[src/rtl/iic_pkg.sv]
// Shared constants and types for the IIC slave front end and controller.
package iic_pkg;

  localparam logic [6:0] ADDRESS         = 7'd69;
  localparam int         DEF_SYNC_STAGES = 2;
  localparam int         DEF_FILTER_LEN  = 3;

  typedef enum logic {
    FREE = 1'b0,
    BUSY = 1'b1
  } bus_state_t;

endpackage

[src/rtl/iic_line_filter.sv]
// One pad line: reset-to-1 synchroniser followed by a stable-count glitch filter.
module iic_line_filter
  import iic_pkg::*;
#(
  parameter int SYNC_STAGES = DEF_SYNC_STAGES,
  parameter int FILTER_LEN  = DEF_FILTER_LEN
) (
  input  logic clk,
  input  logic reset,
  input  logic pad,
  output logic level,
  output logic change,
  output logic rise,
  output logic fall
);

  localparam int              CW       = $clog2(FILTER_LEN + 1);
  localparam logic [CW-1:0]   CNT_LAST = CW'(FILTER_LEN - 1);

  logic [SYNC_STAGES-1:0] sync_q;
  logic [CW-1:0]          cnt;
  logic                   synced;

  assign synced = sync_q[SYNC_STAGES-1];

  always_ff @(posedge clk or posedge reset) begin
    if (reset) begin
      sync_q <= '1;
    end else begin
      sync_q <= {sync_q[SYNC_STAGES-2:0], pad};
    end
  end

  // The pulses are registered alongside level so they coincide with the new value.
  always_ff @(posedge clk or posedge reset) begin
    if (reset) begin
      level  <= 1'b1;
      cnt    <= '0;
      change <= 1'b0;
      rise   <= 1'b0;
      fall   <= 1'b0;
    end else begin
      change <= 1'b0;
      rise   <= 1'b0;
      fall   <= 1'b0;
      if (synced != level) begin
        if (cnt == CNT_LAST) begin
          level  <= synced;
          cnt    <= '0;
          change <= 1'b1;
          rise   <= synced;
          fall   <= ~synced;
        end else begin
          cnt <= cnt + 1'b1;
        end
      end else begin
        cnt <= '0;
      end
    end
  end

endmodule

[src/rtl/iic_bus_frontend.sv]
// Pad-side stage of the IIC slave: filtered lines, START/STOP detection,
// bus busy tracking and open-drain SDA enable.
module iic_bus_frontend
  import iic_pkg::*;
#(
  parameter int SYNC_STAGES = DEF_SYNC_STAGES,
  parameter int FILTER_LEN  = DEF_FILTER_LEN,
  parameter int BUS_TIMEOUT = 0
) (
  input  logic clk,
  input  logic reset,
  input  logic scl_pad,
  input  logic sda_pad,
  input  logic grab_SDA,
  input  logic SDA_drive,
  output logic SCL,
  output logic SDA_recv,
  output logic edge_scl,
  output logic start,
  output logic stop,
  output logic bus_busy,
  output logic sda_oe
);

  localparam int ARM_LEN = SYNC_STAGES + FILTER_LEN;
  localparam int AW      = $clog2(ARM_LEN + 1);
  localparam int TW      = (BUS_TIMEOUT > 0) ? $clog2(BUS_TIMEOUT + 1) : 1;

  logic          scl_change, unused_scl_rise, unused_scl_fall;
  logic          unused_sda_change, sda_rise, sda_fall;
  logic [AW-1:0] arm_cnt;
  logic          armed;
  logic          scl_quiet;
  logic [TW-1:0] to_cnt;
  logic          idle_lines;
  logic          timeout_hit;
  bus_state_t    state;

  iic_line_filter #(.SYNC_STAGES(SYNC_STAGES), .FILTER_LEN(FILTER_LEN)) u_scl (
    .clk    (clk),
    .reset  (reset),
    .pad    (scl_pad),
    .level  (SCL),
    .change (scl_change),
    .rise   (unused_scl_rise),
    .fall   (unused_scl_fall)
  );

  iic_line_filter #(.SYNC_STAGES(SYNC_STAGES), .FILTER_LEN(FILTER_LEN)) u_sda (
    .clk    (clk),
    .reset  (reset),
    .pad    (sda_pad),
    .level  (SDA_recv),
    .change (unused_sda_change),
    .rise   (sda_rise),
    .fall   (sda_fall)
  );

  // armed rises one cycle after the counter completes, so a filtered change
  // landing on the final arm cycle (pads low at reset release) is still masked.
  always_ff @(posedge clk or posedge reset) begin
    if (reset) begin
      arm_cnt <= '0;
      armed   <= 1'b0;
    end else if (!armed) begin
      if (arm_cnt == AW'(ARM_LEN)) begin
        armed <= 1'b1;
      end else begin
        arm_cnt <= arm_cnt + 1'b1;
      end
    end
  end

  // An SDA edge only counts as START/STOP when SCL is high and not moving.
  assign scl_quiet = armed & SCL & ~scl_change;
  assign edge_scl  = armed & scl_change;
  assign start     = scl_quiet & sda_fall;
  assign stop      = scl_quiet & sda_rise;
  assign bus_busy  = (state == BUSY);

  assign idle_lines  = SCL & SDA_recv;
  assign timeout_hit = (BUS_TIMEOUT > 0) && (state == BUSY) && idle_lines
                       && ((int'(to_cnt) + 1) == BUS_TIMEOUT);

  always_ff @(posedge clk or posedge reset) begin
    if (reset) begin
      state  <= FREE;
      to_cnt <= '0;
    end else begin
      if ((state == BUSY) && idle_lines && !timeout_hit) begin
        to_cnt <= to_cnt + 1'b1;
      end else begin
        to_cnt <= '0;
      end
      case (state)
        FREE:    if (start) state <= BUSY;
        BUSY:    if (stop || timeout_hit) state <= FREE;
        default: state <= FREE;
      endcase
    end
  end

  always_ff @(posedge clk or posedge reset) begin
    if (reset) begin
      sda_oe <= 1'b0;
    end else begin
      sda_oe <= armed & grab_SDA & ~SDA_drive;
    end
  end

endmodule

[config.mk]
export PLATFORM = sky130hd
export DESIGN_NAME = iic_bus_frontend
export DESIGN_NICKNAME = d
export VERILOG_FILES = /design/src/rtl/iic_pkg.sv /design/src/rtl/iic_line_filter.sv /design/src/rtl/iic_bus_frontend.sv
export SDC_FILE = /design/constraint.sdc
export NUM_CORES = 1
export LEC_CHECK = 0
export ABC_AREA = 1
export BUFFER_PORTS_ARGS = -buffer_cell sky130_fd_sc_hd__buf_2
export CORE_AREA = 3 3 47 49
export DETAILED_ROUTE_END_ITERATION = 8
export DIE_AREA = 0 0 50 52
export PLACE_DENSITY = 0.59
export SYNTH_ARGS = -nofsm -noshare
export SYNTH_HDL_FRONTEND = slang
export SYNTH_SLANG_ARGS = --single-unit
[constraint.sdc]
create_clock -name clk -period 1.1 [get_ports clk]
set_input_delay 0.11 -clock clk [delete_from_list [all_inputs] [get_ports clk]]
set_output_delay 0.11 -clock clk [all_outputs]
set_load 0.02 [all_outputs]
==> flow_metrics.tcl <==
set metrics [dict create \
    dr.first_iter.drc_count 2 \
    synth_top_area_share 0.4241 \
    synth-seq-cells 19 \
    synth-simple-area-share 0.2023 \
    portBuffers 12 \
    cp-end-kind "output pin" \
    dp_slack_ps 28.88 \
    min_period_ps 1344 \
    first_global_vias 503 \
    wl_met3_um 50 \
    p_leak_uw 0.0005601 \
    timing.max_cap.violations 0 \
    htree_levels 1 \
    core_sq_um 1902 \
    slew_headroom 0.8442 \
    grt_usage 0.1098 \
    synth_cell_types 14 \
    yosysWarnings 0 \
    avgSynthCellArea_sq_um 9.833 \
    synth_fa_ha_area_frac 0.03263 \
    vias 550 \
    cts_sinks 19 \
    setup_viol 3 \
    via_per_inst 4.167 \
    synth_compound_area_frac 0.01305 \
    pin_count 13 \
    tightest_slew_ps 232.0 \
    synth_area_sq_um 767.0 \
    total_power_uw 1922 \
    postLayoutCoreUtil 0.5572 \
    max-vdd-ir-drop_mv 0.9365 \
    fin_crit_sh 1.222 \
    cts_tree "done" \
    ys_seq_area_frac 0.6297 \
    routedLengthMet1_um 562 \
    wl_met2_um 586 \
    start_util 0.4033 \
    gp_congestion 0.6780 \
    p_per_area_nw_per_um2 1813 \
    diodes 0 \
    grt_overflow 0 \
    cp_max_fo 3 \
    synth_top_area_cell "dfrtp_1" \
    yosys-top-cells-area "dfrtp_1 42%, dfstp_2 21%, nand2_1 10%, inv_1 7.3%, nor2_1 4.4%" \
    synthCells 78 \
    slowest_delay_ps 560 \
    drcViolationCount 0 \
    synth_top_family_by_area "simple AND/OR/NAND/NOR gates" \
    crit_required_ps 990 \
    numCtsBuffers 3 \
    reg2reg_setup_slack_ps 40 \
    rsz0062_at_grt "yes" \
    fin_cells 132 \
    drv_slew 0 \
    layout_setup_ws_ps -244.3 \
    startpoint_type "register" \
    violations "negative setup slack" \
    clk_pin_slew_worst_paths_ps 100 \
    die-area_sq_um 2600 \
    antenna_found_initial 0 \
    hold_path_class "in2reg" \
    crit_chain "nand2_2, nor3b_4, buf_6" \
    synth_mux_area_frac 0 \
    layout.nets 114 \
    worstPathArrival_ps 1230 \
    area_delta_synth_final_pct 38.17 \
    clockBufferDepth 2 \
    die_h_um 52 \
    critPathSlowestCell "dfstp_2" \
    synthXorXnorAreaFrac 0.04405 \
    status "complete, but fails checks" \
    hold_ws_ps 38.62 \
    hpwl_um 835.6 \
    clockRootBuffer "clkbuf_4" \
    crit_family "flip-flops" \
    hold_violations 0 \
    drt_wl_total_um 1211 \
    top_layer_used "met4" \
    wl_per_cell_um 9.174 \
    cp_num_buf_inv 1 \
    rows 16 \
    fin_worst_skew_ps 0.7414 \
    die_w_um 50 \
    path_class "reg2out" \
    clock_latency_ps 280 \
    dp.cells 119 \
    max_freq_mhz 743.9 \
    synth_nets 86 \
    firstDrtPassIters 2 \
    drtAntennaViolNets 0 \
    layout-drive-gt1-share 0.3905 \
    grt_max_degree 20 \
    grt_pass1_wl_um 2028 \
]
## state kept, by name, indices dropped and copies added, names as in the netlist
signal,cells
arm_cnt,3
u_scl.cnt,2
u_scl.sync_q,2
u_sda.cnt,2
u_sda.sync_q,2
armed,1
bus_busy,1
sda_oe,1
u_scl.change,1
u_scl.level,1
u_sda.fall,1
u_sda.level,1
u_sda.rise,1
## per-layer routing
layer | up-vias | track usage
met5 | - | 0
met4 | 0 | 0.06912
met3 | 2 | 0.03438
met2 | 11 | 0.1739
met1 | 253 | 0.1287
li1 | 284 | -
## area by class of cell
| type | instances | area, sq um |
|---|---|---|
| Clock buffer | 4 | 26.28 |
| Sequential cell | 19 | 485.5 |
| Inverter | 16 | 60.06 |
| Fill cell | 181 | 842.1 |
| Timing Repair Buffer | 23 | 187.7 |
| Multi-Input combinational cell | 43 | 266.5 |
| Tap cell | 27 | 33.78 |
## logic make-up (layout without fill, tap and decap cells)
group / after synthesis / count (layout)
AO/OA/AOI/OAI: 2 / 2
XOR/XNOR: 3 / 3
adder cells (fa/ha/maj): 2 / 2
buffers and inverters: 16 / 43
flip-flops: 19 / 19
AND/OR/NAND/NOR: 36 / 36
## metrics by stage
step | instance area (sq um) | setup TNS [ps]
2_1_floorplan | 780.7 | -7.146
3_3_place_gp | 889.6 | 0
3_5_place_dp | 889.6 | 0
4_1_cts | 1044 | -666.7
5_1_grt | 1060 | -828.7
6_report | 1060 | -581.6
## worst reg2reg max path, cell delays in order, from the launching register on
cell and delay (ps):
dfstp_2 560, buf_4 110, buf_6 110, xnor2_4 120
nor2_1 60
## placed cells by master, fill, tap and decap left out
master	n
nand2_1	18
inv_1	14
dfrtp_1	11
nor2_1	9
buf_2	7
buf_6	6
buf_4	6
dfstp_2	6
dlygate4sd3_1	4
nand2_2	3
clkbuf_4	3
nand3_1	2
inv_2	2
o21ai_0	2
ha_2	2
dfrtp_2	2
nand4_1	1
xnor2_4	1
xnor2_1	1
nor3b_1	1
nor3b_4	1
nand2_4	1
xor2_2	1
clkbuf_1	1
## power breakdown
part           switching [uW]  internal [uW]  leakage [uW]
sequential               83.8            854      0.000221
clock                     193            141     0.0000150
combinational             330            321      0.000324
## cell usage after synthesis
cell and instances:
dfrtp_1 13, o21ai_0 2, xor2_2 1, nor2_1 9
xnor2_1 2, inv_1 15, ha_1 2, nand2_4 1
dfstp_2 6, nor3b_1 2, nand2_1 21, inv_2 1
nand3_1 2, nand4_1 1
## what timing repair did
action                                 4_1_cts  5_1_grt
resized for setup                           14        8
setup endpoints to repair                    5       12
endpoints found under the hold margin       16        0
hold buffers                                 4        0
setup buffers                                6        2
pin swaps                                    3        3
## worst paths after layout
kind,from,cells after the start,end
max,u_scl.level$_DFFE_PP1P_,3,start
min reg2reg,u_scl.sync_q[0]$_DFF_PP1_,0,u_scl.sync_q[1]$_DFF_PP1_
min in group asynchronous,reset,4,arm_cnt[1]$_DFFE_PP0P_
max reg2reg,u_scl.level$_DFFE_PP1P_,4,u_scl.cnt[0]$_DFF_PP0_
min,grab_SDA,3,sda_oe$_DFF_PP0_
max in group asynchronous,reset,4,u_scl.sync_q[1]$_DFF_PP1_
No activity file was read; power rests on OpenSTA's default activity.
